`config.mk`:
```
export PLATFORM = sky130hd
export DESIGN_NAME = uart_mem_loader
export DESIGN_NICKNAME = d
export VERILOG_FILES = /design/src/rtl/uart_mem_loader_pkg.sv /design/src/rtl/uart_mem_loader_rx.sv /design/src/rtl/uart_mem_loader.sv
export SDC_FILE = /design/constraint.sdc
export NUM_CORES = 1
export LEC_CHECK = 0
export ABC_AREA = 1
export BUFFER_PORTS_ARGS = -buffer_cell sky130_fd_sc_hd__buf_2
export CORE_MARGIN = 2
export CORE_UTILIZATION = 45
export CTS_BUF_LIST = sky130_fd_sc_hd__clkbuf_2
export CTS_CLUSTER_SIZE = 24
export DETAILED_ROUTE_END_ITERATION = 8
export PLACE_DENSITY = 0.61
export SYNTH_ARGS = -nofsm -noshare
export SYNTH_HDL_FRONTEND = slang
export SYNTH_HIERARCHICAL = 1
export SYNTH_SLANG_ARGS = --single-unit
```
`constraint.sdc`:
```
create_clock -name clk -period 2.56 [get_ports clk]
set_input_delay 0 -clock clk [delete_from_list [all_inputs] [get_ports clk]]
set_output_delay 0 -clock clk [all_outputs]
set_load 0.02 [all_outputs]
```
`src/rtl/uart_mem_loader_pkg.sv`:
```
// Shared types and constants for the UART program loader.
package loader_pkg;

  // Loader frame-parsing states.
  typedef enum logic [3:0] {
    IDLE,
    LEN0,
    LEN1,
    LEN2,
    LEN3,
    DATA,
    CSUM,
    DONE,
    ERROR
  } ldr_state_t;

  // UART receiver bit-level states.
  typedef enum logic [1:0] {
    R_IDLE,
    R_START,
    R_DATA,
    R_STOP
  } rx_state_t;

  localparam logic [7:0] SYNC_BYTE = 8'hA5;

endpackage

```
`src/rtl/uart_mem_loader_rx.sv`:
```
// 8N1 UART receiver: 2-FF synchronizer, mid-bit sampling, registered
// byte/valid/framing-error outputs (valid one cycle after the stop sample).
module uart_rx #(
  parameter int CLKS_PER_BIT = 868
) (
  input  logic       clk,
  input  logic       rst_n,
  input  logic       rx,
  output logic [7:0] rx_byte,
  output logic       rx_valid,
  output logic       rx_frame_err
);
  import loader_pkg::*;

  localparam int               CNT_W    = $clog2(CLKS_PER_BIT + 1);
  localparam logic [CNT_W-1:0] BIT_END  = CNT_W'(CLKS_PER_BIT - 1);
  localparam logic [CNT_W-1:0] HALF_END = CNT_W'(CLKS_PER_BIT / 2 - 1);

  logic             sync1_q, sync1_d, sync2_q, sync2_d, prev_q, prev_d;
  rx_state_t        state_q, state_d;
  logic [CNT_W-1:0] cnt_q, cnt_d;
  logic [2:0]       bit_q, bit_d;
  logic [7:0]       shift_q, shift_d, byte_q, byte_d;
  logic             valid_q, valid_d, ferr_q, ferr_d;

  // Next-state logic: edge detect, half-bit start recheck, mid-bit sampling.
  always_comb begin
    sync1_d = rx;
    sync2_d = sync1_q;
    prev_d  = sync2_q;
    state_d = state_q;
    cnt_d   = cnt_q;
    bit_d   = bit_q;
    shift_d = shift_q;
    byte_d  = byte_q;
    valid_d = 1'b0;
    ferr_d  = 1'b0;
    case (state_q)
      R_IDLE: begin
        if (prev_q && !sync2_q) begin
          state_d = R_START;
          cnt_d   = '0;
        end
      end
      R_START: begin
        if (cnt_q == HALF_END) begin
          // A start bit that is no longer low at mid-bit is a glitch.
          state_d = sync2_q ? R_IDLE : R_DATA;
          cnt_d   = '0;
          bit_d   = '0;
        end else begin
          cnt_d = cnt_q + 1'b1;
        end
      end
      R_DATA: begin
        if (cnt_q == BIT_END) begin
          cnt_d   = '0;
          shift_d = {sync2_q, shift_q[7:1]};
          bit_d   = bit_q + 1'b1;
          if (bit_q == 3'd7) state_d = R_STOP;
        end else begin
          cnt_d = cnt_q + 1'b1;
        end
      end
      R_STOP: begin
        if (cnt_q == BIT_END) begin
          cnt_d   = '0;
          state_d = R_IDLE;
          if (sync2_q) begin
            valid_d = 1'b1;
            byte_d  = shift_q;
          end else begin
            ferr_d = 1'b1;
          end
        end else begin
          cnt_d = cnt_q + 1'b1;
        end
      end
      default: state_d = R_IDLE;
    endcase
  end

  // State registers; synchronizer and edge history reset to the idle-high line level.
  always_ff @(posedge clk or negedge rst_n) begin
    if (!rst_n) begin
      sync1_q <= 1'b1;
      sync2_q <= 1'b1;
      prev_q  <= 1'b1;
      state_q <= R_IDLE;
      cnt_q   <= '0;
      bit_q   <= '0;
      shift_q <= '0;
      byte_q  <= '0;
      valid_q <= 1'b0;
      ferr_q  <= 1'b0;
    end else begin
      sync1_q <= sync1_d;
      sync2_q <= sync2_d;
      prev_q  <= prev_d;
      state_q <= state_d;
      cnt_q   <= cnt_d;
      bit_q   <= bit_d;
      shift_q <= shift_d;
      byte_q  <= byte_d;
      valid_q <= valid_d;
      ferr_q  <= ferr_d;
    end
  end

  assign rx_byte      = byte_q;
  assign rx_valid     = valid_q;
  assign rx_frame_err = ferr_q;

endmodule

```
`src/rtl/uart_mem_loader.sv`:
```
// UART program loader: parses SYNC/LEN/payload/CSUM frames, writes payload
// bytes to instruction memory from BASE_ADDR and holds the CPU meanwhile.
module uart_mem_loader #(
  parameter int          CLK_FREQ_HZ  = 100_000_000,
  parameter int          BAUD_RATE    = 115_200,
  parameter int          MEMORY_SIZE  = 8196,
  parameter logic [31:0] BASE_ADDR    = 32'd0,
  parameter int          TIMEOUT_BITS = 64
) (
  input  logic        clk,
  input  logic        rst_n,
  input  logic        uart_rx,
  output logic [31:0] mem_loader_write_addr,
  output logic [7:0]  mem_loader_write_data,
  output logic        mem_loader_write_en,
  output logic        cpu_hold,
  output logic        load_done,
  output logic        load_error
);
  import loader_pkg::*;

  localparam int CLKS_PER_BIT = CLK_FREQ_HZ / BAUD_RATE;
  localparam int TMO_LIMIT    = TIMEOUT_BITS * CLKS_PER_BIT;
  localparam int TMO_W        = $clog2(TMO_LIMIT + 1);

  if (CLKS_PER_BIT < 4) begin : g_bad_baud
    $error("uart_mem_loader: CLKS_PER_BIT must be at least 4");
  end

  logic [7:0] rx_byte;
  logic       rx_valid, rx_frame_err;

  uart_rx #(.CLKS_PER_BIT(CLKS_PER_BIT)) u_rx (
    .clk          (clk),
    .rst_n        (rst_n),
    .rx           (uart_rx),
    .rx_byte      (rx_byte),
    .rx_valid     (rx_valid),
    .rx_frame_err (rx_frame_err)
  );

  ldr_state_t       state_q, state_d;
  logic [31:0]      len_q, len_d, idx_q, idx_d, len_new;
  logic [7:0]       sum_q, sum_d;
  logic [TMO_W-1:0] tmo_q, tmo_d;
  logic [31:0]      waddr_q, waddr_d;
  logic [7:0]       wdata_q, wdata_d;
  logic             wen_q, wen_d, hold_q, hold_d, done_q, done_d, err_q, err_d;
  logic             active;

  // Frame parser, timeout and registered write-port/status next-state logic.
  always_comb begin
    state_d = state_q;
    len_d   = len_q;
    idx_d   = idx_q;
    sum_d   = sum_q;
    waddr_d = waddr_q;
    wdata_d = wdata_q;
    wen_d   = 1'b0;
    hold_d  = hold_q;
    done_d  = 1'b0;
    err_d   = err_q;
    len_new = {rx_byte, len_q[31:8]};
    active  = (state_q != IDLE) && (state_q != DONE) && (state_q != ERROR);
    tmo_d   = (rx_valid || !active) ? '0 : tmo_q + 1'b1;
    case (state_q)
      IDLE: begin
        if (rx_valid && rx_byte == SYNC_BYTE) begin
          state_d = LEN0;
          hold_d  = 1'b1;
          err_d   = 1'b0;
          len_d   = '0;
          idx_d   = '0;
          sum_d   = '0;
        end
      end
      LEN0, LEN1, LEN2: begin
        if (rx_valid) begin
          len_d   = len_new;
          state_d = ldr_state_t'(state_q + 4'd1);
        end
      end
      LEN3: begin
        if (rx_valid) begin
          len_d = len_new;
          if (len_new > 32'(MEMORY_SIZE)) state_d = ERROR;
          else if (len_new == 32'd0)      state_d = CSUM;
          else                            state_d = DATA;
        end
      end
      DATA: begin
        if (rx_valid) begin
          wen_d   = 1'b1;
          waddr_d = BASE_ADDR + idx_q;
          wdata_d = rx_byte;
          sum_d   = sum_q + rx_byte;
          idx_d   = idx_q + 32'd1;
          if (idx_q == len_q - 32'd1) state_d = CSUM;
        end
      end
      CSUM: begin
        if (rx_valid) state_d = (rx_byte == sum_q) ? DONE : ERROR;
      end
      DONE, ERROR: state_d = IDLE;
      default:     state_d = IDLE;
    endcase
    // Line errors and inter-byte silence abort any open frame.
    if (active && (rx_frame_err || (!rx_valid && tmo_q == TMO_W'(TMO_LIMIT - 1))))
      state_d = ERROR;
    if (state_d == DONE) begin
      done_d = 1'b1;
      hold_d = 1'b0;
    end
    if (state_d == ERROR && state_q != ERROR) begin
      err_d  = 1'b1;
      hold_d = 1'b0;
    end
  end

  // State and output registers; reset aborts any frame with outputs low.
  always_ff @(posedge clk or negedge rst_n) begin
    if (!rst_n) begin
      state_q <= IDLE;
      len_q   <= '0;
      idx_q   <= '0;
      sum_q   <= '0;
      tmo_q   <= '0;
      waddr_q <= '0;
      wdata_q <= '0;
      wen_q   <= 1'b0;
      hold_q  <= 1'b0;
      done_q  <= 1'b0;
      err_q   <= 1'b0;
    end else begin
      state_q <= state_d;
      len_q   <= len_d;
      idx_q   <= idx_d;
      sum_q   <= sum_d;
      tmo_q   <= tmo_d;
      waddr_q <= waddr_d;
      wdata_q <= wdata_d;
      wen_q   <= wen_d;
      hold_q  <= hold_d;
      done_q  <= done_d;
      err_q   <= err_d;
    end
  end

  assign mem_loader_write_addr = waddr_q;
  assign mem_loader_write_data = wdata_q;
  assign mem_loader_write_en   = wen_q;
  assign cpu_hold              = hold_q;
  assign load_done             = done_q;
  assign load_error            = err_q;

endmodule
```
==> results.md <==
CTS:
- Counting the buffers created by CTS gives 17.
- The largest buffer count on any clock path is 2.
- Clock-pin slew was measured on the worst setup and hold paths at ~0.29 ns.
- The clock reaches the later pin of the worst-skew pair after around 0.77 ns.
- The clock tree from TritonCTS is done.
- The number of clock sinks seen by CTS is 172.
- CTS placed an instance of clkbuf_2 at the clock tree root.
- CTS built an H-tree with a depth of 4.

Yosys:
- The count of unique library cells instantiated by Yosys is 48.
- Summing every instance area after synthesis gives 9550 um^2.
- The part of the Yosys area used for sequential elements is 45.1%.
- The synthesized netlist net count is around 1300.
- The share of synthesized area in the top cell type comes to 44.3%.
- The commonest cells after synthesis are nand2_1, dfrtp_1, inv_1, nor2_1, o21ai_0.
- The most frequently used flop master after synthesis is dfrtp_1.
- Of all cell types, the one taking the most synthesized area is dfrtp_1.
- The number of standard cells after synthesis is 1236.
- The synthesis warning total is 6.
- The synthesized design contains 172 register bits.
- The count of flip-flops with a built-in enable after synthesis is 0.
- The most frequent cell after synthesis is nand2_1.
- Ranked by total cell area, the synthesized netlist is headed by dfrtp_1, nand2_1, inv_1, nor2_1, o21ai_0.
- For this run, asynchronously set or reset flops after synthesis account for 100%.
- The mean cell area of the mapped netlist is 7.72 um^2.

Final layout:
- The total number of nets in the final design is 1352.
- Relative to the synthesized area, the layout overhead comes to 14.5%.
- Summing all non-filler instances in the final layout gives an area of between 10000 and 15000 um^2.
- In the final layout, the share of cells above drive strength 1 is about 17%.

Global routing:
- Entering global routing, the biggest net connects slightly above 70 pins.
- The initial antenna violation count is 2.
- The first-pass GRT wire length is 41300 um.
- The number of global-route vias before repair is between 7000 and 8000.
- For this run the aggregate overflow at the end of global routing stands at 0.
- In the global route stage, overall resource usage came out at approximately a quarter.

Pwr:
- The leakage dissipation is 5.49 nW.
- The design draws 4.58 mW.
- The power per unit of standard cell area is 419 nW/um^2.
- IR analysis of the VDD net gives a maximum drop of between 0.0003 and 0.0004 V.

Critical path:
- The setup path with the least slack is of type flip-flop to flip-flop.
- The maximum net fanout on the critical path is 5.
- The endpoint kind of the worst setup timing path is a flip-flop.
- For the worst setup path, the data arrival time is 3.10 ns.
- The start point of the critical path is len_q[5].
- STA classifies the critical path startpoint as a flip-flop.
- In this run the critical register-to-register path is launched from len_q[5].
- The critical path data required time is 3.24 ns.

Timing:
- Of the available clock period, the critical path in the final layout requires 94.3%.
- The final count of pins violating max slew is 0.
- The sum of negative setup slack is 0 ns.
- The minimum clock period after layout is 2.41 ns.
- The clock arrives with around 0.043 ns of skew.
- The final count of hold timing violations is 0.
- For the pin with the worst max-slew slack, the measured transition is 0.731 ns.
- In this run the tightest slew margin relative to its limit is 51.1%.
- Setup violations remaining at the end of the flow were counted as 0.
- The maximum operating frequency is roughly 410 MHz.
- Setup repair after global routing could not meet its margin everywhere.

Floorplan:
- From bottom edge to top edge, the die measures 150 um.
- After floorplanning, the core was sized to cover 20900 um^2.
- For this design the top-level I/O count stands at 47.
- The die covers 22400 um^2.
- The die width is 150 um.
- In this run the core area contains 53 standard-cell rows.
- The starting utilization of the core area is a little under half.

Routing:
- The final routed DRC violation total is 0.
- The pre-antenna-repair detailed-routing pass consisted of 6 iterations.
- In this run, the number of DRC markers left after iteration 0 of detailed routing was 548.
- In the final routed layout, each cell accounts on average for 15.8 um.
- The count of antenna-violating nets left after detailed routing is 0.
- The count of vias placed by the detailed router is 8401.
- For this block, the routed nets add up to about 26000 um of wire.
- The via density per instance is 5.19.

Place:
- The placed instances occupy a cell area of ~10000 um^2.
- At the end of routability-driven placement, the weighted congestion stood at 0.919.
- The count of buffers inserted at the top-level ports is 46.
- The final HPWL from detailed placement is 18900 um.

Hold path:
- The worst hold path belongs to the class input pin to asynchronous set/reset pin.

Run:
- The tool flagged a number of max-cap violations equal to 0.

Outcome:
- The flow ran to the end, and the final reports show no timing, DRC or antenna violations.
flip-flops by register name (all words and copies together), names as in the netlist, named ones only:
| name | cells |
|---|---|
| u_rx/rx_frame_err | 1 |
| cpu_hold | 1 |
| load_error | 1 |
| len_q | 32 |
| u_rx/cnt_q | 10 |
| u_rx/rx_valid | 1 |
| u_rx/prev_d | 1 |
| u_rx/rx_byte | 8 |
| mem_loader_write_data | 8 |
| u_rx/shift_q | 8 |
| mem_loader_write_addr | 32 |
| tmo_q | 16 |
| u_rx/prev_q | 1 |
| sum_q | 8 |
| u_rx/state_q | 1 |
| load_done | 1 |
| idx_q | 32 |
| u_rx/bit_q | 3 |
| u_rx/sync1_q | 1 |
| state_q | 4 |
| mem_loader_write_en | 1 |
cell type report:
cell class              instances  area (um^2)
diodes                          2         5.00
clock buffers                  18         90.1
clock inverters                14          156
fillers                      2093         9960
inverters                     164          626
multi-input cells             871         4630
flip-flops and latches        172         4320
well taps                     275          344
repair buffers                104          756
metal layers:
metal | global-route usage (%) | wire length (um) | share of wire (%) | vias to the layer above
li1 | - | - | - | 4212
met1 | 32.6 | 12200 | 48 | 3968
met2 | 38.1 | 11700 | 46 | 188
met3 | 5.06 | 1260 | 4.9 | 33
met4 | 6.27 | 373 | 1.5 | 0
met5 | 0 | 0 | 0 | -
where the power goes:
group          internal, mW  switching [mW]  total, mW
clock                 0.409            1.08       1.49
sequential             2.76          0.0421       2.80
combinational        0.0838           0.205      0.288
path summary, 6_finish.rpt:
kind / end / slack, ns / cells after the start
max: cpu_hold / 0.15 / 17
min: u_rx/sync1_q / 0.34 / 3
max reg2reg: cpu_hold / 0.15 / 17
min reg2reg: u_rx/prev_d / 0.38 / 0
max in group asynchronous: u_rx/rx_byte[2] / 1.83 / 4
min in group clk: u_rx/prev_d / 0.38 / 0
cells in the final DEF, fill, tap and decap left out, types with 3 or more instances in the layout:
| cell type | instances |
|---|---|
| nand2_1 | 260 |
| dfrtp_1 | 162 |
| inv_1 | 143 |
| nor2_1 | 126 |
| o21ai_0 | 102 |
| nand3_1 | 97 |
| buf_4 | 48 |
| buf_2 | 45 |
| a21oi_1 | 43 |
| nor3_1 | 28 |
| xor2_1 | 28 |
| nand4_1 | 21 |
| inv_2 | 18 |
| clkbuf_2 | 18 |
| nor2_4 | 17 |
| nand2_2 | 17 |
| ha_1 | 17 |
| nor2_2 | 14 |
| nor4_1 | 13 |
| o21ai_1 | 12 |
| xnor2_1 | 11 |
| o31ai_1 | 8 |
| o21a_1 | 8 |
| dfrtp_2 | 7 |
| nor3b_1 | 6 |
| inv_6 | 6 |
| a211oi_1 | 5 |
| nand2_4 | 4 |
| or2_2 | 4 |
| o22ai_1 | 4 |
| inv_8 | 4 |
| dlygate4sd3_1 | 4 |
| buf_12 | 4 |
| nor3_4 | 3 |
| clkinv_4 | 3 |
| dfstp_2 | 3 |
per-stage QoR:
step / util, % / instances / setup WS [ns] / hold slack (ns)
2_1_floorplan: - / 1236 / 0.297 / -0.296
3_3_place_gp: 49.5 / 1565 / -0.117 / 0.0757
3_5_place_dp: 49.5 / 1565 / -0.0815 / 0.0725
4_1_cts: 51.0 / 1602 / 0.00331 / 0.253
5_1_grt: 52.3 / 1620 / -0.0566 / 0.251
6_report: 52.3 / 1620 / 0.145 / 0.343
timing repair:
item                                    CTS  global route
setup buffers                             0            16
hold buffers                              5             0
endpoints found under the setup margin    2             6
pin swaps                                 0            13
resized for setup                         2            46
hold endpoints to repair                173             0
critical path, cell delays in order, from the launching register on:
cell     delay [ns]
dfrtp_1        0.49
nor2_2         0.16
nand2_1        0.11
nor2_4         0.19
buf_4          0.14
xor2_1         0.18
or2_2          0.14
nand3_1        0.11
nor2_1         0.12
nand2_1        0.07
nor2_2         0.13
nand2_2        0.09
nand2_1        0.07
nand2_1        0.06
nand2_2        0.08
nand3_1        0.09
nand2_1        0.07
nor2_1         0.04
logic make-up after synthesis:
family          Yosys count  synth area share, %
flops                   172                 45.1
xor+xnor                 40                 3.81
compound gates          193                 11.0
buf+inv                 193                 7.88
simple gates            619                 29.6
fa+ha+maj                19                 2.57
Note: power is estimated with default switching activity, not from simulation.
